===== src/rtl/mult4_seq_if.sv =====
// Request/result bus between mult4_seq and the block that launches multiplies
// and owns the downstream nibble registers.
interface mult4_seq_if;
    logic       start;
    logic [3:0] a;
    logic [3:0] b;
    logic       busy;
    logic       done;
    logic       ld;
    logic [3:0] p_hi;
    logic [3:0] p_lo;

    modport master (
        output start, a, b,
        input  busy, done, ld, p_hi, p_lo
    );

    modport slave (
        input  start, a, b,
        output busy, done, ld, p_hi, p_lo
    );
endinterface


===== src/rtl/mult4_seq.sv =====
// Sequential 4x4 unsigned shift-add multiplier: one partial product per clock,
// result presented as registered nibbles with a one-cycle load strobe.
module mult4_seq (
    input  logic       cl,
    input  logic       rst,
    mult4_seq_if.slave bus
);

    typedef enum logic [1:0] {
        IDLE = 2'd0,
        RUN  = 2'd1,
        DONE = 2'd2
    } state_e;

    state_e     state;
    state_e     state_nxt;

    logic [3:0] reg_m;
    logic [3:0] reg_q;
    logic [3:0] reg_a;
    logic       reg_c;
    logic [1:0] cnt;
    logic [3:0] p_hi_q;
    logic [3:0] p_lo_q;

    logic [4:0] sum;
    logic [8:0] shifted;

    // State register
    always_ff @(posedge cl) begin
        if (rst) begin
            state <= IDLE;
        end else begin
            state <= state_nxt;
        end
    end

    // Next-state logic; start is only looked at while idle
    always_comb begin
        state_nxt = state;
        case (state)
            IDLE: if (bus.start) state_nxt = RUN;
            RUN:  if (cnt == 2'd3) state_nxt = DONE;
            DONE: state_nxt = IDLE;
            default: state_nxt = IDLE;
        endcase
    end

    // Status outputs are pure decodes of the registered state
    always_comb begin
        bus.busy = 1'b0;
        bus.done = 1'b0;
        bus.ld   = 1'b0;
        case (state)
            RUN:  bus.busy = 1'b1;
            DONE: begin
                bus.busy = 1'b1;
                bus.done = 1'b1;
                bus.ld   = 1'b1;
            end
            default: ;
        endcase
    end

    // One add-and-shift step; the 9-bit shift of {S,Q} drops the consumed multiplier bit
    always_comb begin
        sum     = {reg_c, reg_a} + (reg_q[0] ? {1'b0, reg_m} : 5'd0);
        shifted = {sum, reg_q} >> 1;
    end

    // Datapath and result registers
    always_ff @(posedge cl) begin
        if (rst) begin
            reg_m  <= 4'd0;
            reg_q  <= 4'd0;
            reg_a  <= 4'd0;
            reg_c  <= 1'b0;
            cnt    <= 2'd0;
            p_hi_q <= 4'd0;
            p_lo_q <= 4'd0;
        end else begin
            case (state)
                IDLE: begin
                    if (bus.start) begin
                        reg_m <= bus.a;
                        reg_q <= bus.b;
                        reg_a <= 4'd0;
                        reg_c <= 1'b0;
                        cnt   <= 2'd0;
                    end
                end
                RUN: begin
                    reg_c <= shifted[8];
                    reg_a <= shifted[7:4];
                    reg_q <= shifted[3:0];
                    cnt   <= cnt + 2'd1;
                    // Whole product lands at once on the final iteration
                    if (cnt == 2'd3) begin
                        p_hi_q <= shifted[7:4];
                        p_lo_q <= shifted[3:0];
                    end
                end
                default: ;
            endcase
        end
    end

    assign bus.p_hi = p_hi_q;
    assign bus.p_lo = p_lo_q;

endmodule


===== src/flat_wrapper.sv =====
// flat-port wrapper written by rule: the top's interface ports become plain ports
module mult4_seq_flat 
  (cl, rst, bus_start, bus_a, bus_b, bus_busy, bus_done, bus_ld, bus_p_hi, bus_p_lo);
  mult4_seq_if bus_i ();
  input  logic cl;
  input  logic rst;
  input wire logic [$bits(bus_i.start)-1:0] bus_start;
  input wire logic [$bits(bus_i.a)-1:0] bus_a;
  input wire logic [$bits(bus_i.b)-1:0] bus_b;
  output wire logic [$bits(bus_i.busy)-1:0] bus_busy;
  output wire logic [$bits(bus_i.done)-1:0] bus_done;
  output wire logic [$bits(bus_i.ld)-1:0] bus_ld;
  output wire logic [$bits(bus_i.p_hi)-1:0] bus_p_hi;
  output wire logic [$bits(bus_i.p_lo)-1:0] bus_p_lo;
  assign bus_i.start = bus_start;
  assign bus_i.a = bus_a;
  assign bus_i.b = bus_b;
  assign bus_busy = bus_i.busy;
  assign bus_done = bus_i.done;
  assign bus_ld = bus_i.ld;
  assign bus_p_hi = bus_i.p_hi;
  assign bus_p_lo = bus_i.p_lo;
  mult4_seq u_core (.cl(cl), .rst(rst), .bus(bus_i));
endmodule

===== config.mk =====
export PLATFORM = sky130hd
export DESIGN_NAME = mult4_seq_flat
export DESIGN_NICKNAME = d
export VERILOG_FILES = /design/src/rtl/mult4_seq_if.sv /design/src/rtl/mult4_seq.sv /design/src/flat_wrapper.sv
export SDC_FILE = /design/constraint.sdc
export NUM_CORES = 1
export LEC_CHECK = 0
export CAP_MARGIN = 0
export CORE_MARGIN = 2
export CORE_UTILIZATION = 45
export CTS_CLUSTER_SIZE = 12
export DETAILED_ROUTE_END_ITERATION = 16
export GPL_TIMING_DRIVEN = 1
export PLACE_DENSITY_LB_ADDON = 0.08
export SETUP_SLACK_MARGIN = 0.4
export SKIP_LAST_GASP = 1
export SLEW_MARGIN = 20
export SYNTH_ARGS = -nofsm -noshare
export SYNTH_HDL_FRONTEND = slang
export SYNTH_SLANG_ARGS = --single-unit

===== constraint.sdc =====
create_clock -name cl -period 2.1 [get_ports cl]
set_input_delay 0.42 -clock cl [delete_from_list [all_inputs] [get_ports cl]]
set_output_delay 0.42 -clock cl [all_outputs]
set_load 0.02 [all_outputs]

==> flow_metrics.tcl <==
set metrics [dict create \
    finalCritPeriodShare 0.796 \
    antenna_left 0 \
    dieWidth_um 56.2 \
    yosysSeqAreaShare 0.392 \
    totalNegativeSetupSlack_ns 0 \
    syn-num-nets 150 \
    route.final.wire_length_mm 2.28 \
    max-clock-path-buffers 2 \
    global_route.overflow_total 0 \
    remaining_drc_errors 0 \
    reg2reg_setup_slack_ns 0.43 \
    n_fill_cell 229 \
    placement.setup.worst_slack_ns 0.347 \
    core-area_um2 2520 \
    num_io_pins 22 \
    post_synth_instance_area_um2 1220 \
    end_kind "flop" \
    clock_tree.root_cell "sky130_fd_sc_hd__clkbuf_4" \
    share_of_the_core_filled_with_cells_in_the_final_layout 0.601 \
    grt_util_met3 0.0442 \
    detail_route.iter0.violations 17 \
    starting_density 0.486 \
    floorplan.die_area_um2 3160 \
    drt-vias-per-instance 5.22 \
    gpl.final_weighted_congestion 0.746 \
    rsz0062_at_grt "yes" \
    num_antenna_cells 0 \
    critical_path_fanouts_max 2 \
    max_freq_mhz 598 \
    globalRouteMet1Util 0.185 \
    worst_hold_start "u_core.bus.p_hi[0]" \
    p_per_area_nw_per_um2 976 \
    worst_slew_pin_slew_ns 0.373 \
    worst-endpoint-required_ns 2.32 \
    worstReg2RegEnd "u_core.reg_a[3]" \
    timing.critical_path.from_type "flop" \
    run_status "completed" \
    place_hpwl_mm 1.70 \
    clkSlewWorstSetupHoldPaths_ns 0.13 \
    placement.io_buffers 21 \
    ff2ff_path_depth 7 \
    finalWorstSetupSlack_ns 0.429 \
    nNetsFinal 174 \
    critPathArrivalTime_ns 1.89 \
    worst_clock_skew_ns 0.00234 \
    std_cell_rows 18 \
    grt_pass1_vias 816 \
    vias 945 \
    clock-sinks 24 \
    worst_r2r_startpoint "u_core.reg_m[0]" \
    synth_cells 128 \
    grt_usage 0.141 \
    synth-warning-count 0 \
    drt-wirelength-per-cell_um 12.6 \
    syn_avg_cell_area_um2 9.57 \
    finalHoldViolations 0 \
    worst_hold_path.endpoint "u_core.bus.p_hi[0]" \
    firstDrtPassIters 4 \
    most_common_cell_after_layout_fill_and_taps_aside "sky130_fd_sc_hd__dfxtp_1" \
    criticalPathCategory "flop to flop" \
    grt_antenna_before_repair 0 \
    vdd_ir_drop_max_v 0.000789 \
    leakage_uw 0.000712 \
    grt_start_max_net_pins 18 \
    tritoncts_clock_tree "done" \
    tritoncts.num_buffers 3 \
    finalWorstPathRequiredPeriod_ns 1.67 \
    ys_seq_elements 24 \
    grt_util_met2 0.229 \
    htree_levels 1 \
    dieHeight_um 56.2 \
    netlist-cell-type-count 32 \
    multi_input_area_um2 707 \
    max_cap_violations 0 \
    regArea_um2 485 \
    worst_slew_slack_as_a_fraction_of_its_limit 0.751 \
    whs_path_depth 2 \
    final_cell_mix "sky130_fd_sc_hd__dfxtp_1 (20), sky130_fd_sc_hd__nand2_1 (16), sky130_fd_sc_hd__nor2_1 (13)" \
    top_usage_layer "met2" \
    flow.area_growth_from_synthesis_pct 23.7 \
    setup_violations 0 \
    final_max_slew_viol_count 0 \
    grt_first_pass_wirelength_mm 3.57 \
    clk_latency_ns 0.31 \
    timing.hold.worst.class "flop to flop" \
    drive_gt1_frac 0.205 \
]
==> where the power goes <==
| group | internal [uW] | switching, uW | total (uW) |
|---|---|---|---|
| Combinational | 283 | 363 | 646 |
| Sequential | 536 | 53.5 | 589 |
| Clock | 106 | 138 | 244 |
==> how the worst max path moves through the flow <==
stage	cells past startpoint	start	to	slack, ns
floorplan	7	u_core.reg_q[0]	u_core.reg_a[3]	0.41
global placement	3	u_core.state[0]	bus_busy	0.36
detailed placement	7	u_core.reg_q[0]	u_core.reg_a[3]	0.35
CTS	1	u_core.bus.p_hi[0]	bus_p_hi[0]	0.40
global route	7	u_core.reg_m[0]	u_core.reg_a[3]	0.35
finish	7	u_core.reg_m[0]	u_core.reg_a[3]	0.43
==> worst max-delay path: stages, from the launching register on <==
cell                      delay [ns]
sky130_fd_sc_hd__dfxtp_2        0.35
sky130_fd_sc_hd__and2_4         0.16
sky130_fd_sc_hd__ha_4           0.16
sky130_fd_sc_hd__fa_2           0.39
sky130_fd_sc_hd__a21o_1         0.16
sky130_fd_sc_hd__a21o_1         0.16
sky130_fd_sc_hd__a22oi_1        0.15
sky130_fd_sc_hd__nor2_1         0.06
==> per-layer routing <==
metal,part of all wire,up-vias
met4,0.0066,0
met1,0.48,439
met2,0.46,19
met3,0.049,2
met5,0,-
li1,-,485
==> flip-flops by register name, summed over array words and instances (netlist names) <==
name,count
u_core.bus.p_hi,4
u_core.bus.p_lo,4
u_core.cnt,2
u_core.reg_a,4
u_core.reg_m,4
u_core.reg_q,4
u_core.state,2
==> cell families after synthesis <==
group                      share of synthesized area
buffers and inverters                         0.0480
xor gates and xnor gates                      0.0143
AOI/OAI and AO/OA                              0.177
DFF                                            0.392
adders and majority gates                      0.118
and+or+nand+nor                                0.193
muxes                                         0.0572
==> synth_stat cells <==
master / count / area share
sky130_fd_sc_hd__nor2b_1: 1 / 0.0051
sky130_fd_sc_hd__and2_1: 5 / 0.026
sky130_fd_sc_hd__a21boi_4: 1 / 0.015
sky130_fd_sc_hd__buf_4: 1 / 0.0061
sky130_fd_sc_hd__or4_1: 1 / 0.0061
sky130_fd_sc_hd__fa_1: 1 / 0.016
sky130_fd_sc_hd__a21o_1: 3 / 0.018
sky130_fd_sc_hd__dfxtp_1: 24 / 0.39
sky130_fd_sc_hd__buf_2: 2 / 0.0082
sky130_fd_sc_hd__a211oi_2: 5 / 0.051
sky130_fd_sc_hd__mux2i_1: 7 / 0.057
sky130_fd_sc_hd__xnor2_1: 1 / 0.0072
sky130_fd_sc_hd__xor2_1: 1 / 0.0072
sky130_fd_sc_hd__nand2_2: 1 / 0.0051
sky130_fd_sc_hd__and2_4: 1 / 0.0072
sky130_fd_sc_hd__o21a_4: 1 / 0.012
sky130_fd_sc_hd__nand4b_1: 1 / 0.0072
sky130_fd_sc_hd__nand2b_4: 1 / 0.011
sky130_fd_sc_hd__o31ai_1: 1 / 0.0061
sky130_fd_sc_hd__a21oi_1: 10 / 0.041
sky130_fd_sc_hd__nand3b_1: 2 / 0.012
sky130_fd_sc_hd__nor2_1: 13 / 0.040
sky130_fd_sc_hd__nand3_1: 5 / 0.020
sky130_fd_sc_hd__a22oi_1: 3 / 0.018
sky130_fd_sc_hd__nor3_1: 1 / 0.0041
sky130_fd_sc_hd__ha_1: 10 / 0.10
sky130_fd_sc_hd__buf_6: 2 / 0.018
sky130_fd_sc_hd__clkbuf_1: 2 / 0.0061
sky130_fd_sc_hd__nand2_1: 16 / 0.049
sky130_fd_sc_hd__o2bb2ai_1: 1 / 0.0072
sky130_fd_sc_hd__o21ai_2: 1 / 0.0072
sky130_fd_sc_hd__inv_1: 3 / 0.0092
==> stage by stage <==
step / area, um2 / total power, uW / hold WS (ns) / instances
after floorplan: 1230 / 1100 / 0.432 / 128
after global placement: 1450 / 1220 / 0.445 / 175
after detailed placement: 1450 / 1230 / 0.452 / 175
after CTS: 1500 / 1490 / 0.469 / 181
after global routing: 1520 / 1580 / 0.480 / 181
final: 1520 / 1480 / 0.466 / 181
==> area by class of cell <==
type                            count  share of cell area
Timing Repair Buffer               26               0.157
Tap cell                           30              0.0248
Clock buffer                        4              0.0239
Sequential cell                    24               0.320
Multi-Input combinational cell     94               0.467
Inverter                            3             0.00743
==> what timing repair did <==
item,in CTS,in global routing
hold endpoints to repair,0,0
buffers inserted,2,0
pin swaps,1,7
resized for setup,14,12
setup endpoints to repair,9,9
hold buffers,0,0
(Power assumes the default switching activity.)
